**config.mk**
```make
export PLATFORM = sky130hd
export DESIGN_NAME = reorder_buffer
export DESIGN_NICKNAME = d
export VERILOG_FILES = /design/src/rtl/reorder_buffer.sv
export SDC_FILE = /design/constraint.sdc
export NUM_CORES = 2
export LEC_CHECK = 0
export BUFFER_PORTS_ARGS = -buffer_cell sky130_fd_sc_hd__clkbuf_2
export CORE_ASPECT_RATIO = 0.75
export CORE_MARGIN = 2
export CORE_UTILIZATION = 45
export DETAILED_ROUTE_END_ITERATION = 6
export PLACE_DENSITY = 0.63
export REMOVE_ABC_BUFFERS = 1
export SLEW_MARGIN = 10
export SYNTH_ARGS = -nofsm -noshare
export SYNTH_HDL_FRONTEND = slang
export SYNTH_SLANG_ARGS = --single-unit
export TNS_END_PERCENT = 20
```
**constraint.sdc**
```tcl
create_clock -name i_clk -period 7.7 [get_ports i_clk]
set_input_delay 1.54 -clock i_clk [delete_from_list [all_inputs] [get_ports i_clk]]
set_output_delay 1.54 -clock i_clk [all_outputs]
set_load 0.005 [all_outputs]
```
**src/rtl/reorder_buffer.sv**
```systemverilog
// In-order retirement queue: allocates at tail, marks entries done on writeback,
// retires from head and raises a one-cycle flush when a committed branch mispredicted.
package rob_pkg;
  localparam int INT_DATA_W      = 32;
  localparam int INSTR_MEM_IDX_W = 8;

  typedef struct packed {
    logic                       valid;
    logic                       done;
    logic [INT_DATA_W-1:0]      result;
    logic [INSTR_MEM_IDX_W-1:0] pc;
    logic                       is_branch;
    logic                       pred_taken;
    logic [INSTR_MEM_IDX_W-1:0] pred_target;
    logic [4:0]                 rd;
  } rob_entry_t;
endpackage

module reorder_buffer
  import rob_pkg::*;
#(
  parameter int ROB_LENGTH = 16,
  parameter int ROB_IDX_W  = $clog2(ROB_LENGTH)
) (
  input  logic                       i_clk,
  input  logic                       i_rst,
  input  logic                       i_alloc_valid,
  input  rob_entry_t                 i_alloc_entry,
  output logic                       o_alloc_ready,
  output logic [ROB_IDX_W-1:0]       o_alloc_idx,
  input  logic                       i_wb_valid,
  input  logic [ROB_IDX_W-1:0]       i_wb_idx,
  input  logic [INT_DATA_W-1:0]      i_wb_result,
  input  logic                       i_wb_taken,
  input  logic [INSTR_MEM_IDX_W-1:0] i_wb_target,
  output logic                       o_commit_valid,
  input  logic                       i_commit_ready,
  output rob_entry_t                 o_commit_entry,
  output logic [ROB_IDX_W-1:0]       o_commit_idx,
  output logic                       o_flush,
  output logic [INSTR_MEM_IDX_W-1:0] o_flush_pc,
  output logic [ROB_IDX_W:0]         o_count
);

  localparam logic [ROB_IDX_W:0] LP_FULL = ROB_LENGTH[ROB_IDX_W:0];

  rob_entry_t                 r_entries    [ROB_LENGTH];
  logic                       r_act_taken  [ROB_LENGTH];
  logic [INSTR_MEM_IDX_W-1:0] r_act_target [ROB_LENGTH];
  logic [ROB_IDX_W-1:0]       r_head;
  logic [ROB_IDX_W-1:0]       r_tail;
  logic [ROB_IDX_W:0]         r_count;
  logic                       r_flush;
  logic [INSTR_MEM_IDX_W-1:0] r_flush_pc;

  rob_entry_t                 w_head_entry;
  rob_entry_t                 w_alloc_entry;
  logic                       w_head_act_taken;
  logic [INSTR_MEM_IDX_W-1:0] w_head_act_target;
  logic                       w_commit_valid;
  logic                       w_mispredict;
  logic                       w_mp_commit;
  logic                       w_alloc_ready;
  logic                       w_alloc_fire;
  logic                       w_commit_fire;
  logic [INSTR_MEM_IDX_W-1:0] w_redirect_pc;

  always_comb begin
    w_head_entry      = r_entries[r_head];
    w_head_act_taken  = r_act_taken[r_head];
    w_head_act_target = r_act_target[r_head];
    w_commit_valid    = w_head_entry.valid && w_head_entry.done;
    w_mispredict      = w_commit_valid && w_head_entry.is_branch &&
                        ((w_head_act_taken != w_head_entry.pred_taken) ||
                         (w_head_act_taken && (w_head_act_target != w_head_entry.pred_target)));
    w_mp_commit       = w_mispredict && i_commit_ready;
    // No full-queue bypass: a same-cycle commit does not free a slot for alloc.
    w_alloc_ready     = (r_count < LP_FULL) && !r_flush && !w_mp_commit;
    w_alloc_fire      = i_alloc_valid && w_alloc_ready;
    w_commit_fire     = w_commit_valid && i_commit_ready;
    w_redirect_pc     = w_head_act_taken ? w_head_act_target
                                         : w_head_entry.pc + INSTR_MEM_IDX_W'(1);
  end

  always_comb begin
    w_alloc_entry        = i_alloc_entry;
    w_alloc_entry.valid  = 1'b1;
    w_alloc_entry.done   = 1'b0;
    w_alloc_entry.result = '0;
  end

  always_ff @(posedge i_clk) begin
    if (i_rst) begin
      for (int i = 0; i < ROB_LENGTH; i++) begin
        r_entries[i]    <= '0;
        r_act_taken[i]  <= 1'b0;
        r_act_target[i] <= '0;
      end
      r_head     <= '0;
      r_tail     <= '0;
      r_count    <= '0;
      r_flush    <= 1'b0;
      r_flush_pc <= '0;
    end else begin
      r_flush <= w_mp_commit;
      if (w_mp_commit) begin
        // Mispredicted branch retires; everything younger is discarded.
        for (int i = 0; i < ROB_LENGTH; i++) begin
          r_entries[i].valid <= 1'b0;
          r_entries[i].done  <= 1'b0;
        end
        r_head     <= '0;
        r_tail     <= '0;
        r_count    <= '0;
        r_flush_pc <= w_redirect_pc;
      end else begin
        if (i_wb_valid && r_entries[i_wb_idx].valid) begin
          r_entries[i_wb_idx].done   <= 1'b1;
          r_entries[i_wb_idx].result <= i_wb_result;
          r_act_taken[i_wb_idx]      <= i_wb_taken;
          r_act_target[i_wb_idx]     <= i_wb_target;
        end
        // Later assignment lets alloc override a colliding writeback.
        if (w_alloc_fire) begin
          r_entries[r_tail] <= w_alloc_entry;
          r_tail            <= r_tail + ROB_IDX_W'(1);
        end
        if (w_commit_fire) begin
          r_entries[r_head].valid <= 1'b0;
          r_head                  <= r_head + ROB_IDX_W'(1);
        end
        case ({w_alloc_fire, w_commit_fire})
          2'b10:   r_count <= r_count + (ROB_IDX_W+1)'(1);
          2'b01:   r_count <= r_count - (ROB_IDX_W+1)'(1);
          default: r_count <= r_count;
        endcase
      end
    end
  end

  assign o_alloc_ready  = w_alloc_ready;
  assign o_alloc_idx    = r_tail;
  assign o_commit_valid = w_commit_valid;
  assign o_commit_entry = w_head_entry;
  assign o_commit_idx   = r_head;
  assign o_flush        = r_flush;
  assign o_flush_pc     = r_flush_pc;
  assign o_count        = r_count;

endmodule

```
==> flow_metrics.env <==
export IMPL_io_pins=188
export IMPL_fp_dieW_um=394
export IMPL_finalSetupViolCount=0
export IMPL_clk_pin_slew_ns=0.06
export IMPL_grt_pass1_wl_mm=248
export IMPL_synth_edf_count=512
export IMPL_root_buffer="clkbuf_16"
export IMPL_power_density_nw_per_um2=213
export IMPL_netlist_instances=4469
export IMPL_ys_top_cells_by_area="edfxtp_1 30%, dfxtp_1 22%, mux4_2 14%"
export IMPL_rr_worst_depth=10
export IMPL_initialDrtViolationCount=6078
export IMPL_min_path_cells=2
export IMPL_synth_area_sq_um=51300
export IMPL_wl_per_cell_um=28.9
export IMPL_cts_hold_buf=0
export IMPL_nets=4395
export IMPL_first_pass_iters=5
export IMPL_ctsHtreeMaxLevel=3
export IMPL_final_area_sq_um=56100
export IMPL_num_rows=107
export IMPL_initial_utilization_pct=45.3
export IMPL_endpoint_kind="output pin"
export IMPL_synth_ff_type="dfxtp_1"
export IMPL_grt_pass1_vias=36800
export IMPL_ys_seq_elements=1082
export IMPL_tightest_slew_ns=1.28
export IMPL_report_final_slew_viol_count=0
export IMPL_fmax_mhz=160
export IMPL_cts_sinks=1082
export IMPL_rsz0062_at_grt="no"
export IMPL_synthArstFlopShare_pct=0
export IMPL_finalWeightedCongestion=0.819
export IMPL_fin_crit_sh_pct=81.0
export IMPL_worstHoldStart="o_flush_pc[4]"
export IMPL_cts_tree="done"
export IMPL_antenna_found_initial=11
export IMPL_maxSlewHeadroom_pct=14.7
export IMPL_grt_overflow_total=0
export IMPL_io_buffers=153
export IMPL_hold_violations=0
export IMPL_place_area_sq_um=52600
export IMPL_min_period_ns=6.24
export IMPL_remaining_drc_errors=0
export IMPL_area_growth_pct=9.38
export IMPL_wl_mm=171
export IMPL_clock_latency_ns=0.74
export IMPL_hp_class="reg -> reg"
export IMPL_cts_setup_buffers=0
export IMPL_dieArea_sq_um=117000
export IMPL_cts_buffer_depth=3
export IMPL_irDropWorstVdd_v=0.000178
export IMPL_detailed_place_hpwl_mm=89.9
export IMPL_min_to="o_flush_pc[4]"
export IMPL_holdWs_ns=0.457
export IMPL_grt_util_all_layers_pct=28.4
export IMPL_path_class="reg -> out"
export IMPL_cts_inserted_buffers=107
export IMPL_finalSetupTns_ns=0
export IMPL_start_kind="register"
export IMPL_reg2reg_slack_ns=1.89
export IMPL_die_h_um=296
export IMPL_yosys_warnings=0
export IMPL_grt_max_degree=239
export IMPL_clock_skew_final_ns=0.0416
export IMPL_post_cts_resized=0
export IMPL_viasPerCell=6.58
export IMPL_synth_top_area_share_pct=30.0
export IMPL_syn_avg_cell_area_sq_um=11.5
export IMPL_critPathMaxFanout=32
export IMPL_synth_seq_area_share_pct=52.2
export IMPL_cap_violations=0
export IMPL_fin_util_pct=49.5
export IMPL_fp_coreArea_sq_um=113000
export IMPL_layout_drive_gt1_share_pct=19.4
export IMPL_power_mw=12.0
export IMPL_antenna_left=0
export IMPL_yosys_area_top_type="edfxtp_1"
export IMPL_vias=38800
export IMPL_status="finished, final reports clean"
export IMPL_required_ns=6.16
export IMPL_p_leak_nw=18.7
export IMPL_rr_endpoint="r_entries[11][14]"
export IMPL_arrival_ns=4.70
export IMPL_ys_types=57
==> per-stage QoR <==
step,std cells,worst slack [ns]
floorplan,3893,-20.62
finish,5894,1.46
global route,5893,1.27
global placement,5691,2.09
detailed placement,5691,2.04
CTS,5888,1.45
==> synthesized netlist by cell type, types with 5 or more instances <==
cell and count:
dfxtp_1 570, nand4_1 5, buf_6 24, mux2i_1 20, a21oi_1 531, buf_2 81
buf_4 54, nor2_2 7, a32oi_1 5, mux4_2 315, nand3_1 568, xor2_1 12
ha_1 13, a211oi_1 5, o21ai_0 33, nor2_4 23, nand2_1 88, inv_1 17
nor2b_1 12, nor2_1 181, a221oi_1 7, and3_1 99, nor3_1 8, and2_1 285
o211ai_1 483, buf_1 63, clkbuf_1 347, xnor2_1 17, edfxtp_1 512, a22oi_1 31
==> registers in the layout, summed over array words and instances (netlist names), named ones only <==
register	count
r_act_target	128
r_act_taken	16
o_commit_idx	4
o_flush_pc	8
o_alloc_idx	4
o_flush	1
o_count	5
r_entries	912
==> report_power, final <==
part           total [mW]  switching (mW)  leakage, nW  internal [mW]
registers            6.16          0.0329         9.89           6.12
logic               0.517           0.380         7.07          0.137
clock network        5.31            2.34         1.69           2.96
==> layout by cell type, fill, tap and decap left out, drive strengths merged, types with 13 or more instances in the layout <==
master	count
and2	285
buf	119
clkbuf	300
inv	20
nor2	211
edfxtp	512
ha	13
nand3	568
a21oi	531
xnor2	17
o21ai	33
a22oi	31
mux4	319
and3	99
nor3	15
dfxtp	570
nand2	88
mux2i	20
clkinv	35
o211ai	483
==> critical path: stages, from the launching register on <==
cell and delay [ns]:
dfxtp_4 0.87, buf_12 0.34, mux4_2 0.59, a22oi_1 0.50, nand2_1 0.19, xor2_1 0.20
or2_4 0.28, o31a_2 0.56, nor3_1 0.22, clkbuf_2 0.14
==> final cells by class <==
class / count / area [sq um]
fill: 9901 / 57100
sequential: 1082 / 26800
multi-input combinational: 2792 / 22100
clock buffer: 147 / 2930
tap: 1526 / 1910
timing repair buffer: 272 / 1760
clock inverter: 50 / 527
inverter: 19 / 81.3
antenna: 6 / 15.0
==> kinds of logic (layout without fill, tap and decap cells) <==
group	Yosys count	after routing	share of synthesized area [%]
multiplexers	341	341	14.5
adder cells (fa/ha/maj)	14	14	0.356
AO/OA/AOI/OAI	1107	1107	13.5
AND/OR/NAND/NOR	1301	1301	13.5
other	0	6	0
flip-flops	1082	1082	52.2
buffers and inverters	595	488	5.45
XOR/XNOR	29	29	0.495
==> how the worst max path moves through the flow <==
stage	start	endpoint	slack (ns)	depth (start not counted)
after floorplan	register	r_entries[0][0]	-20.62	8
final	register	o_alloc_ready	1.46	9
after global placement	register	r_entries[11][5]	2.09	10
after global routing	register	o_alloc_ready	1.27	9
after CTS	register	o_alloc_ready	1.45	9
after detailed placement	register	r_entries[11][14]	2.04	10
==> routing by layer <==
metal	GRT usage (%)	share of wire, %	up-vias	routed length, um
met5	0	0.014	-	24
met4	9.42	3.1	4	5350
met3	7.37	12	358	19900
met2	42.4	44	2328	75900
met1	40.3	41	19600	69400
li1	-	-	16500	-
Power figures use the tool's default switching activity.
